<file path="config.mk">
export PLATFORM = sky130hd
export DESIGN_NAME = ps2_cmd_ctrl
export DESIGN_NICKNAME = d
export VERILOG_FILES = /design/src/rtl/ps2_pkg.sv /design/src/rtl/ps2_timeout.sv /design/src/rtl/ps2_cmd_ctrl.sv
export SDC_FILE = /design/constraint.sdc
export NUM_CORES = 1
export LEC_CHECK = 0
export ABC_CLOCK_PERIOD_IN_PS = 1650
export CORE_UTILIZATION = 44
export CTS_CLUSTER_DIAMETER = 150
export DETAILED_ROUTE_END_ITERATION = 8
export PLACE_DENSITY = 0.76
export SYNTH_ARGS = -nofsm -noshare
export SYNTH_HDL_FRONTEND = slang
export SYNTH_SLANG_ARGS = --single-unit
</file>
<file path="constraint.sdc">
create_clock -name clk -period 1.65 [get_ports clk]
set_input_delay 0.165 -clock clk [delete_from_list [all_inputs] [get_ports clk]]
set_output_delay 0.165 -clock clk [all_outputs]
set_load 0.01 [all_outputs]
</file>
<file path="src/rtl/ps2_pkg.sv">
// Shared PS/2 constants: protocol bytes, lock-key make codes, controller state encodings.
package ps2_pkg;

  localparam logic [7:0] ACK     = 8'hFA;
  localparam logic [7:0] RESEND  = 8'hFE;
  localparam logic [7:0] BREAK   = 8'hF0;
  localparam logic [7:0] EXT     = 8'hE0;
  localparam logic [7:0] SET_LED = 8'hED;

  localparam logic [7:0] KEY_SCROLL = 8'h7E;
  localparam logic [7:0] KEY_NUM    = 8'h77;
  localparam logic [7:0] KEY_CAPS   = 8'h58;

  localparam logic [2:0] ST_IDLE      = 3'd0;
  localparam logic [2:0] ST_SEND_CMD  = 3'd1;
  localparam logic [2:0] ST_WAIT_ACK1 = 3'd2;
  localparam logic [2:0] ST_SEND_ARG  = 3'd3;
  localparam logic [2:0] ST_WAIT_ACK2 = 3'd4;
  localparam logic [2:0] ST_DONE      = 3'd5;
  localparam logic [2:0] ST_FAIL      = 3'd6;

  // LED bit toggled by a lock-key make code; zero for any other byte.
  function automatic logic [2:0] led_toggle_mask(input logic [7:0] code);
    logic [2:0] mask;
    mask = '0;
    case (code)
      KEY_SCROLL: mask = 3'b001;
      KEY_NUM:    mask = 3'b010;
      KEY_CAPS:   mask = 3'b100;
      default:    mask = '0;
    endcase
    return mask;
  endfunction

endpackage

</file>
<file path="src/rtl/ps2_timeout.sv">
// Response timer: cleared by start, counts while run, expire asserts on the last allowed cycle.
module ps2_timeout #(
  parameter int unsigned TIMEOUT_CYC = 50000
) (
  input  logic clk,
  input  logic rst,
  input  logic start,
  input  logic run,
  output logic expire
);

  localparam int unsigned CW = (TIMEOUT_CYC < 2) ? 1 : $clog2(TIMEOUT_CYC + 1);

  logic [CW-1:0] count;

  assign expire = run && (count == CW'(TIMEOUT_CYC - 1));

  always_ff @(posedge clk) begin
    if (rst) begin
      count <= '0;
    end else if (start) begin
      count <= '0;
    end else if (run && !expire) begin
      count <= count + CW'(1);
    end
  end

endmodule

</file>
<file path="src/rtl/ps2_cmd_ctrl.sv">
// PS/2 keyboard command sequencer with ACK/RESEND retry, response timeout and scan-byte forwarding.
// Optional lock-key LED tracking and automatic SET_LED commands: define PS2_CMD_CTRL_LED_SYNC_EN.
module ps2_cmd_ctrl
  import ps2_pkg::*;
#(
  parameter int unsigned TIMEOUT_CYC = 50000,
  parameter int unsigned MAX_RETRY   = 3
) (
  input  logic       clk,
  input  logic       rst,
  input  logic       cmd_valid,
  output logic       cmd_ready,
  input  logic [7:0] cmd_code,
  input  logic       cmd_has_arg,
  input  logic [7:0] cmd_arg,
  output logic       tx_valid,
  input  logic       tx_ready,
  output logic [7:0] tx_data,
  input  logic       rx_valid,
  input  logic [7:0] rx_data,
  input  logic       rx_err,
  output logic       scan_valid,
  output logic [7:0] scan_data,
  output logic       busy,
  output logic       done,
  output logic       fail,
  output logic [2:0] led_state
);

  localparam int unsigned RW = (MAX_RETRY < 1) ? 1 : $clog2(MAX_RETRY + 1);

  logic [2:0]    state, state_nx;
  logic [7:0]    code_r, arg_r;
  logic          has_arg_r, internal_r;
  logic [RW-1:0] retry;
  logic          in_wait, rx_ack, rx_resend, rx_fwd, can_retry;
  logic          tx_hs, expire, accept_ext, accept_int;
  logic [2:0]    led_r;

  assign in_wait    = (state == ST_WAIT_ACK1) || (state == ST_WAIT_ACK2);
  assign rx_ack     = in_wait && rx_valid && !rx_err && (rx_data == ACK);
  assign rx_resend  = in_wait && rx_valid && (rx_err || (rx_data == RESEND));
  assign rx_fwd     = rx_valid && !rx_err && !(in_wait && ((rx_data == ACK) || (rx_data == RESEND)));
  assign can_retry  = 32'(retry) < MAX_RETRY;
  assign accept_ext = (state == ST_IDLE) && cmd_valid;

  assign cmd_ready = (state == ST_IDLE);
  assign tx_valid  = (state == ST_SEND_CMD) || (state == ST_SEND_ARG);
  assign tx_data   = (state == ST_SEND_ARG) ? arg_r : code_r;
  assign tx_hs     = tx_valid && tx_ready;
  assign busy      = (state != ST_IDLE);
  assign done      = (state == ST_DONE) && !internal_r;
  assign fail      = (state == ST_FAIL) && !internal_r;
  assign led_state = led_r;

  ps2_timeout #(.TIMEOUT_CYC(TIMEOUT_CYC)) u_timeout (
    .clk    (clk),
    .rst    (rst),
    .start  (tx_hs),
    .run    (in_wait),
    .expire (expire)
  );

  // A valid response takes priority over a timeout expiring in the same cycle.
  always_comb begin
    state_nx = state;
    case (state)
      ST_IDLE:      if (accept_ext || accept_int) state_nx = ST_SEND_CMD;
      ST_SEND_CMD:  if (tx_ready) state_nx = ST_WAIT_ACK1;
      ST_WAIT_ACK1: begin
        if (rx_ack)         state_nx = has_arg_r ? ST_SEND_ARG : ST_DONE;
        else if (rx_resend) state_nx = can_retry ? ST_SEND_CMD : ST_FAIL;
        else if (expire)    state_nx = ST_FAIL;
      end
      ST_SEND_ARG:  if (tx_ready) state_nx = ST_WAIT_ACK2;
      ST_WAIT_ACK2: begin
        if (rx_ack)         state_nx = ST_DONE;
        else if (rx_resend) state_nx = can_retry ? ST_SEND_ARG : ST_FAIL;
        else if (expire)    state_nx = ST_FAIL;
      end
      default:      state_nx = ST_IDLE;
    endcase
  end

  always_ff @(posedge clk) begin
    if (rst) begin
      state      <= ST_IDLE;
      retry      <= '0;
      code_r     <= '0;
      arg_r      <= '0;
      has_arg_r  <= 1'b0;
      internal_r <= 1'b0;
      scan_valid <= 1'b0;
      scan_data  <= '0;
    end else begin
      state <= state_nx;
      if (accept_ext) begin
        code_r     <= cmd_code;
        arg_r      <= cmd_arg;
        has_arg_r  <= cmd_has_arg;
        internal_r <= 1'b0;
        retry      <= '0;
      end else if (accept_int) begin
        code_r     <= SET_LED;
        arg_r      <= {5'b0, led_r};
        has_arg_r  <= 1'b1;
        internal_r <= 1'b1;
        retry      <= '0;
      end else if (rx_resend && can_retry) begin
        retry <= retry + RW'(1);
      end
      scan_valid <= rx_fwd;
      if (rx_fwd) scan_data <= rx_data;
    end
  end

`ifdef PS2_CMD_CTRL_LED_SYNC_EN
  logic       pending, brk_seen, ext_seen;
  logic [2:0] key_mask;

  assign key_mask   = led_toggle_mask(rx_data);
  assign accept_int = (state == ST_IDLE) && !cmd_valid && pending;

  // Setting pending after the clear lets a key arriving at acceptance queue another update.
  always_ff @(posedge clk) begin
    if (rst) begin
      led_r    <= '0;
      pending  <= 1'b0;
      brk_seen <= 1'b0;
      ext_seen <= 1'b0;
    end else begin
      if (accept_int) pending <= 1'b0;
      if (rx_fwd) begin
        if (rx_data == BREAK) begin
          brk_seen <= 1'b1;
        end else if (rx_data == EXT) begin
          ext_seen <= 1'b1;
        end else begin
          brk_seen <= 1'b0;
          ext_seen <= 1'b0;
          if (!brk_seen && !ext_seen && (key_mask != '0)) begin
            led_r   <= led_r ^ key_mask;
            pending <= 1'b1;
          end
        end
      end
    end
  end
`else
  assign accept_int = 1'b0;
  assign led_r      = '0;
`endif

endmodule

</file>
==> results of run 1 <==
[cell families (layout without fill, tap and decap cells)]
kind of cell | Yosys count | count (layout) | synth area share
adder cells (fa/ha/maj) | 2 | 2 | 0.01150
buffers and inverters | 18 | 109 | 0.03795
AO/OA/AOI/OAI | 33 | 33 | 0.09144
AND/OR/NAND/NOR | 118 | 118 | 0.2778
XOR/XNOR | 16 | 16 | 0.06441
flip-flops | 47 | 47 | 0.4324
other | 1 | 3 | 0.001723
multiplexers | 17 | 17 | 0.08281
[registers in the layout (all words and copies together), names as in the netlist]
| signal | cells |
|---|---|
| arg_r | 8 |
| code_r | 8 |
| has_arg_r | 1 |
| retry | 2 |
| scan_data | 8 |
| scan_valid | 1 |
| state | 3 |
| u_timeout.count | 16 |
[per-stage QoR]
stage	worst slack [ns]	TNS, ns
after floorplan	0.009107	0
after global placement	-0.1467	-0.7028
after detailed placement	-0.1848	-1.176
after CTS	-0.05282	-0.2931
after global routing	-0.03687	-0.2727
final	0.001996	0
[routing by layer]
metal | vias to the layer above | GRT usage | wire [µm]
li1 | 1054 | - | -
met1 | 1017 | 0.2595 | 2472
met2 | 50 | 0.3562 | 2694
met3 | 7 | 0.05139 | 213
met4 | 0 | 0.08061 | 70
met5 | - | 0 | 0
[synth_stat cells, drive strengths merged (2+ instances only)]
cell type,number
mux2,8
nand3,11
dfxtp,47
inv,4
mux2i,9
xor2,14
nand4,7
a21oi,20
ha,2
o21ai,2
a31oi,2
buf,6
nand4b,2
and3,5
or3,3
nor2,26
nor4bb,2
nor4,2
nand2,40
and4,3
clkbuf,8
nor3,6
and2,2
nor3b,2
xnor2,2
[final timing paths]
path                                   end  slack (ns)  cells past startpoint
worst min-delay path             code_r[4]        0.42                      3
worst min register to register   code_r[5]        0.46                      2
worst max-delay path            tx_data[2]       0.002                      5
worst max register to register    state[1]       0.002                      5
[power groups by stage]
stage / Combinational (mW) / Clock (mW) / Sequential (mW)
3_3_place_gp: 0.717 / 0 / 1.27
6_report: 0.832 / 0.677 / 1.25
4_1_cts: 0.755 / 0.690 / 1.25
3_5_place_dp: 0.723 / 0 / 1.27
5_1_grt: 0.891 / 0.729 / 1.26
2_1_floorplan: 0.349 / 0 / 1.27
[timing repair]
action	4_1_cts	5_1_grt
pin swaps	2	7
endpoints found under the setup margin	18	35
cloned	1	1
setup buffers	3	5
gates resized for setup	59	30
[area by class of cell]
class / count / area, µm²
repair buffers: 97 / 877.1
clock inverters: 1 / 5.005
multi-input cells: 189 / 1290
fillers: 380 / 1458
clock buffers: 7 / 76.32
well taps: 67 / 83.83
inverters: 4 / 15.01
flip-flops and latches: 47 / 949.7
[worst max-delay path, stage by stage, from the launching register on]
cell and delay, ns:
dfxtp_4 0.37, buf_4 0.14, nand2_4 0.10, buf_6 0.12, mux2_2 0.34, buf_6 0.12
==> impl_metrics.py, run 1 <==
metrics = {
    "drt": {
        "post_drt_wl_per_cell_um": 13.23,
        "vias_per_cell": 5.165,
        "postRouteAntennaNets": 0,
        "drt-total-wl_mm": 5.451,
        "drtIter0Drc": 91,
        "first_pass_iters": 4,
        "route.vias.total": 2128,
        "drcViolationCount": 0,
    },
    "sta": {
        "slew_headroom": 0.6603,
        "max_slew.worst_pin.slew_ns": 0.5095,
        "fin_crit_sh": 0.9988,
        "rsz0062_at_grt": "yes",
        "period_needed_ns": 1.648,
        "hold_ws_ns": 0.4152,
        "finalSetupViolCount": 0,
        "slew_viol_final": 0,
        "fmax_mhz": 606.8,
        "clock_skew_ns": 0.01007,
        "hold_viol": 0,
    },
    "place": {
        "placed_area_mm2": 0.003010,
        "place_inst": 396,
        "port-buffer-count": 52,
        "dp_hpwl_mm": 3.701,
        "place_congestion": 0.7975,
    },
    "synthesis": {
        "synthCells": 252,
        "yosysWarnings": 0,
        "ys_seq_area_frac": 0.4324,
        "synthTopCellsByArea": "dfxtp_1 43%, nand2_1 6.9%, xor2_1 5.6%",
        "synth_edf_count": 0,
        "async_flop_share": 0,
        "synth.distinct_cells": 45,
        "ys_seq_elements": 47,
        "synth_top_area_frac": 0.4324,
        "ys.flop_type": "dfxtp_1",
        "synth.avg_cell_area_um2": 8.634,
        "synth_top_cell_by_area": "dfxtp_1",
        "synth_area_mm2": 0.002176,
    },
    "power": {
        "ir_worst_vdd_mv": 0.6545,
        "p_seq_frac": 0.453,
        "power_frac_clock": 0.245,
        "p_sw_frac": 0.2947,
        "internal_power_mw": 1.945,
        "p_leak_nw": 1.350,
        "p_per_area_mw_per_mm2": 836.6,
        "p_total_mw": 2.758,
        "p_comb_frac": 0.301,
        "switchingPower_uw": 812.8,
    },
    "clock_network": {
        "clockRootBuffer": "clkbuf_8",
        "htreeDepth": 2,
        "cts_buffer_depth": 2,
        "cts_buffers": 5,
        "hold_buffers": 0,
        "clkSlewWorstSetupHoldPaths_ns": 0.08,
        "clock_sinks": 47,
        "clock_latency_ns": 0.30,
        "tritoncts": "built",
    },
    "floorplanning": {
        "fp.dieW_um": 72.32,
        "coreArea_mm2": 0.004755,
        "die_y_um": 72.32,
        "io_pins": 56,
        "start_util": 0.4576,
        "fp-row-count": 25,
        "dieArea_mm2": 0.005230,
    },
    "setup_path": {
        "required_ns": 1.48,
        "critical_path_class": "flip-flop to primary output",
        "crit_fanout": 5,
        "setup.worst_path.start_class": "flip-flop",
        "crit_start": "state[1]",
        "worstPathArrival_ns": 1.48,
        "r2r_start": "state[2]",
        "end_kind": "primary output",
    },
    "outcome": {
        "outcome": "complete, no violations",
    },
    "layout": {
        "fin_util": 0.6934,
        "fin_nets": 377,
        "final_common_cell": "dfxtp_1",
        "drive_gt1_frac": 0.2899,
        "synthToLayoutAreaGrowth_pct": 51.52,
        "antenna_cells": 0,
        "instances_no_fill": 412,
        "layout_common_cells": "44 x dfxtp_1, 39 x clkdlybuf4s50_1, 39 x buf_4, 38 x nand2_1, 26 x nor2_1",
        "final_area_mm2": 0.003297,
    },
    "grt": {
        "grt_pass1_wl_mm": 8.714,
        "grt_pass1_vias": 2020,
        "grt_use_total": 0.2111,
        "grt-ovfl-total": 0,
        "antenna_found_initial": 0,
        "grt_max_degree": 17,
    },
    "worst_hold_path": {
        "min-delay-start": "cmd_code[4]",
        "hold_path_class": "input pin to flip-flop",
    },
    "run": {
        "drv_cap": 0,
    },
}
Power figures use the tool's default switching activity.
==> inputs of run 2 (changes only) <==
REMOVE_ABC_BUFFERS = 1   (was not set)
==> run 2 against run 1 <==
The flow now finishes with violations (setup timing). Register-to-register slack worse by 0.16 ns. Clock-buffer cell count is 2 lower. Via count is 0.19% higher. Clock skew is 0.00097 ns lower. Clock power is 11% higher. Hold slack worse by 0.019 ns. Sequential share of layout area is 0.32 points lower. Highest routed layer unchanged. Critical endpoint is now state[1]. Combinational power is 6.3% higher. Global-route usage is 0.60 points lower. Die area stayed put. Largest power group unchanged. Cell count is 0.24% higher.
==> impl_metrics.py, run 2 (synthesized netlist as in run 1, its figures left out) <==
metrics = {
    "outcome": {
        "violations": "setup timing",
        "outcome": "finished, violations left",
    },
    "power": {
        "p_seq_frac": 0.434,
        "internal_power_mw": 2.007,
        "p_leak_nw": 1.354,
        "ir_worst_vdd_mv": 0.5998,
        "p_sw_frac": 0.3062,
        "p_comb_frac": 0.306,
        "p_per_area_mw_per_mm2": 869.6,
        "switchingPower_uw": 885.4,
        "power_frac_clock": 0.261,
    },
    "floorplanning": {
        "fp-row-count": 25,
        "io_pins": 56,
        "dieArea_mm2": 0.005230,
        "start_util": 0.4576,
        "die_y_um": 72.32,
        "coreArea_mm2": 0.004755,
        "fp.dieW_um": 72.32,
    },
    "drt": {
        "route.vias.total": 2132,
        "vias_per_cell": 5.162,
        "first_pass_iters": 4,
        "postRouteAntennaNets": 0,
        "drtIter0Drc": 85,
        "drcViolationCount": 0,
        "drt-total-wl_mm": 5.483,
        "post_drt_wl_per_cell_um": 13.28,
    },
    "setup_path": {
        "end_kind": "flip-flop",
        "crit_fanout": 3,
        "critical_path_class": "flip-flop to flip-flop",
        "required_ns": 1.84,
        "worstPathArrival_ns": 1.99,
        "setup.worst_path.start_class": "flip-flop",
    },
    "layout": {
        "synthToLayoutAreaGrowth_pct": 52.85,
        "drive_gt1_frac": 0.2977,
        "final_area_mm2": 0.003326,
        "largest-register": "u_timeout.count",
        "fin_nets": 378,
        "largest_reg_flops": 16,
        "antenna_cells": 0,
        "layout_common_cells": "44 x dfxtp_1, 39 x clkdlybuf4s50_1, 39 x buf_4, 34 x nand2_1, 26 x nor2_1",
        "final_common_cell": "dfxtp_1",
        "fill_cells": 374,
    },
    "sta": {
        "slew_viol_final": 0,
        "clock_skew_ns": 0.009101,
        "fin_tns_setup_ns": -0.6326,
        "hold_viol": 0,
        "finalSetupViolCount": 11,
        "fmax_mhz": 554.4,
        "period_needed_ns": 1.804,
        "worst_slack_ns": -0.1536,
        "rsz0062_at_grt": "yes",
        "fin_crit_sh": 1.093,
    },
    "clock_network": {
        "htreeDepth": 2,
        "cts_buffers": 5,
        "clock_sinks": 47,
        "clock_latency_ns": 0.31,
        "clockRootBuffer": "clkbuf_8",
        "cts_buffer_depth": 2,
        "tritoncts": "built",
        "clkSlewWorstSetupHoldPaths_ns": 0.10,
    },
    "grt": {
        "grt-ovfl-total": 0,
        "grt_use_total": 0.2051,
        "grt_max_degree": 23,
        "antenna_found_initial": 0,
        "grt_pass1_wl_mm": 8.445,
        "grt_pass1_vias": 1931,
    },
    "worst_hold_path": {
        "hold_path_class": "input pin to flip-flop",
    },
    "run": {
        "drv_cap": 0,
    },
    "place": {
        "placed_area_mm2": 0.003023,
        "port-buffer-count": 52,
        "dp_hpwl_mm": 3.551,
        "place_congestion": 0.8193,
    },
}
-- run 2: per-stage QoR --
step | total power [mW] | setup slack (ns) | std cells | hold WS [ns] | utilization
2_1_floorplan | 1.581 | -0.09466 | 240 | 0.2341 | -
3_3_place_gp | 1.995 | -0.1632 | 396 | 0.4398 | 0.6358
6_report | 2.892 | -0.1536 | 413 | 0.3963 | 0.6995
4_1_cts | 2.745 | -0.1097 | 407 | 0.3865 | 0.6676
3_5_place_dp | 2.007 | -0.1996 | 396 | 0.4468 | 0.6358
5_1_grt | 3.032 | -0.2156 | 413 | 0.3985 | 0.6995
-- run 2: timing repair --
action,CTS,global route
buffers inserted,3,4
gates cloned,0,3
gates resized for setup,48,29
hold buffers,0,0
setup endpoints to repair,20,52
pin swaps,1,7
-- run 2: final timing paths --
check              start   endpoint  slack, ns  depth (start not counted)
max             state[2]   state[1]      -0.15                          6
min          cmd_code[1]  code_r[1]       0.40                          3
max reg2reg     state[2]   state[1]      -0.15                          6
min reg2reg    code_r[7]  code_r[7]       0.46                          2
-- run 2: final cells by class --
cell class                 count  area, µm²  share of cell area
inverter                       4      15.01            0.004515
sequential                    47      947.2              0.2848
multi-input combinational    189       1285              0.3864
timing repair buffer          98      898.4              0.2701
tap                           67      83.83             0.02521
clock buffer                   5      68.82             0.02069
clock inverter                 3      27.53            0.008277
-- run 2: metal layers --
metal  vias to the layer above  global-route usage  part of all wire
met3                         4             0.06528             0.041
met1                      1015              0.2645              0.47
met4                         0             0.05229            0.0078
li1                       1065                   -                 -
met5                         -                   0                 0
met2                        48              0.3323              0.48
-- run 2: power groups by stage --
stage          Sequential, mW  Combinational (mW)  Clock (mW)
3_3_place_gp             1.27               0.725           0
6_report                 1.25               0.884       0.754
4_1_cts                  1.25               0.730       0.764
5_1_grt                  1.26               0.953       0.815
3_5_place_dp             1.27               0.733           0
2_1_floorplan            1.29               0.292           0
-- run 2: critical path, cell delays in order, from the launching register on --
cell and delay [ns]:
dfxtp_4 0.37, buf_6 0.12, xnor2_2 0.13, or2_4 0.25, or4_4 0.48, o221ai_2 0.21
nand3_1 0.12
==> inputs of run 3 (changes only) <==
SLEW_MARGIN = 20   (was not set)
==> results of run 3 <==
No change in the layout: final DEF, timing and power equal those of run 2.
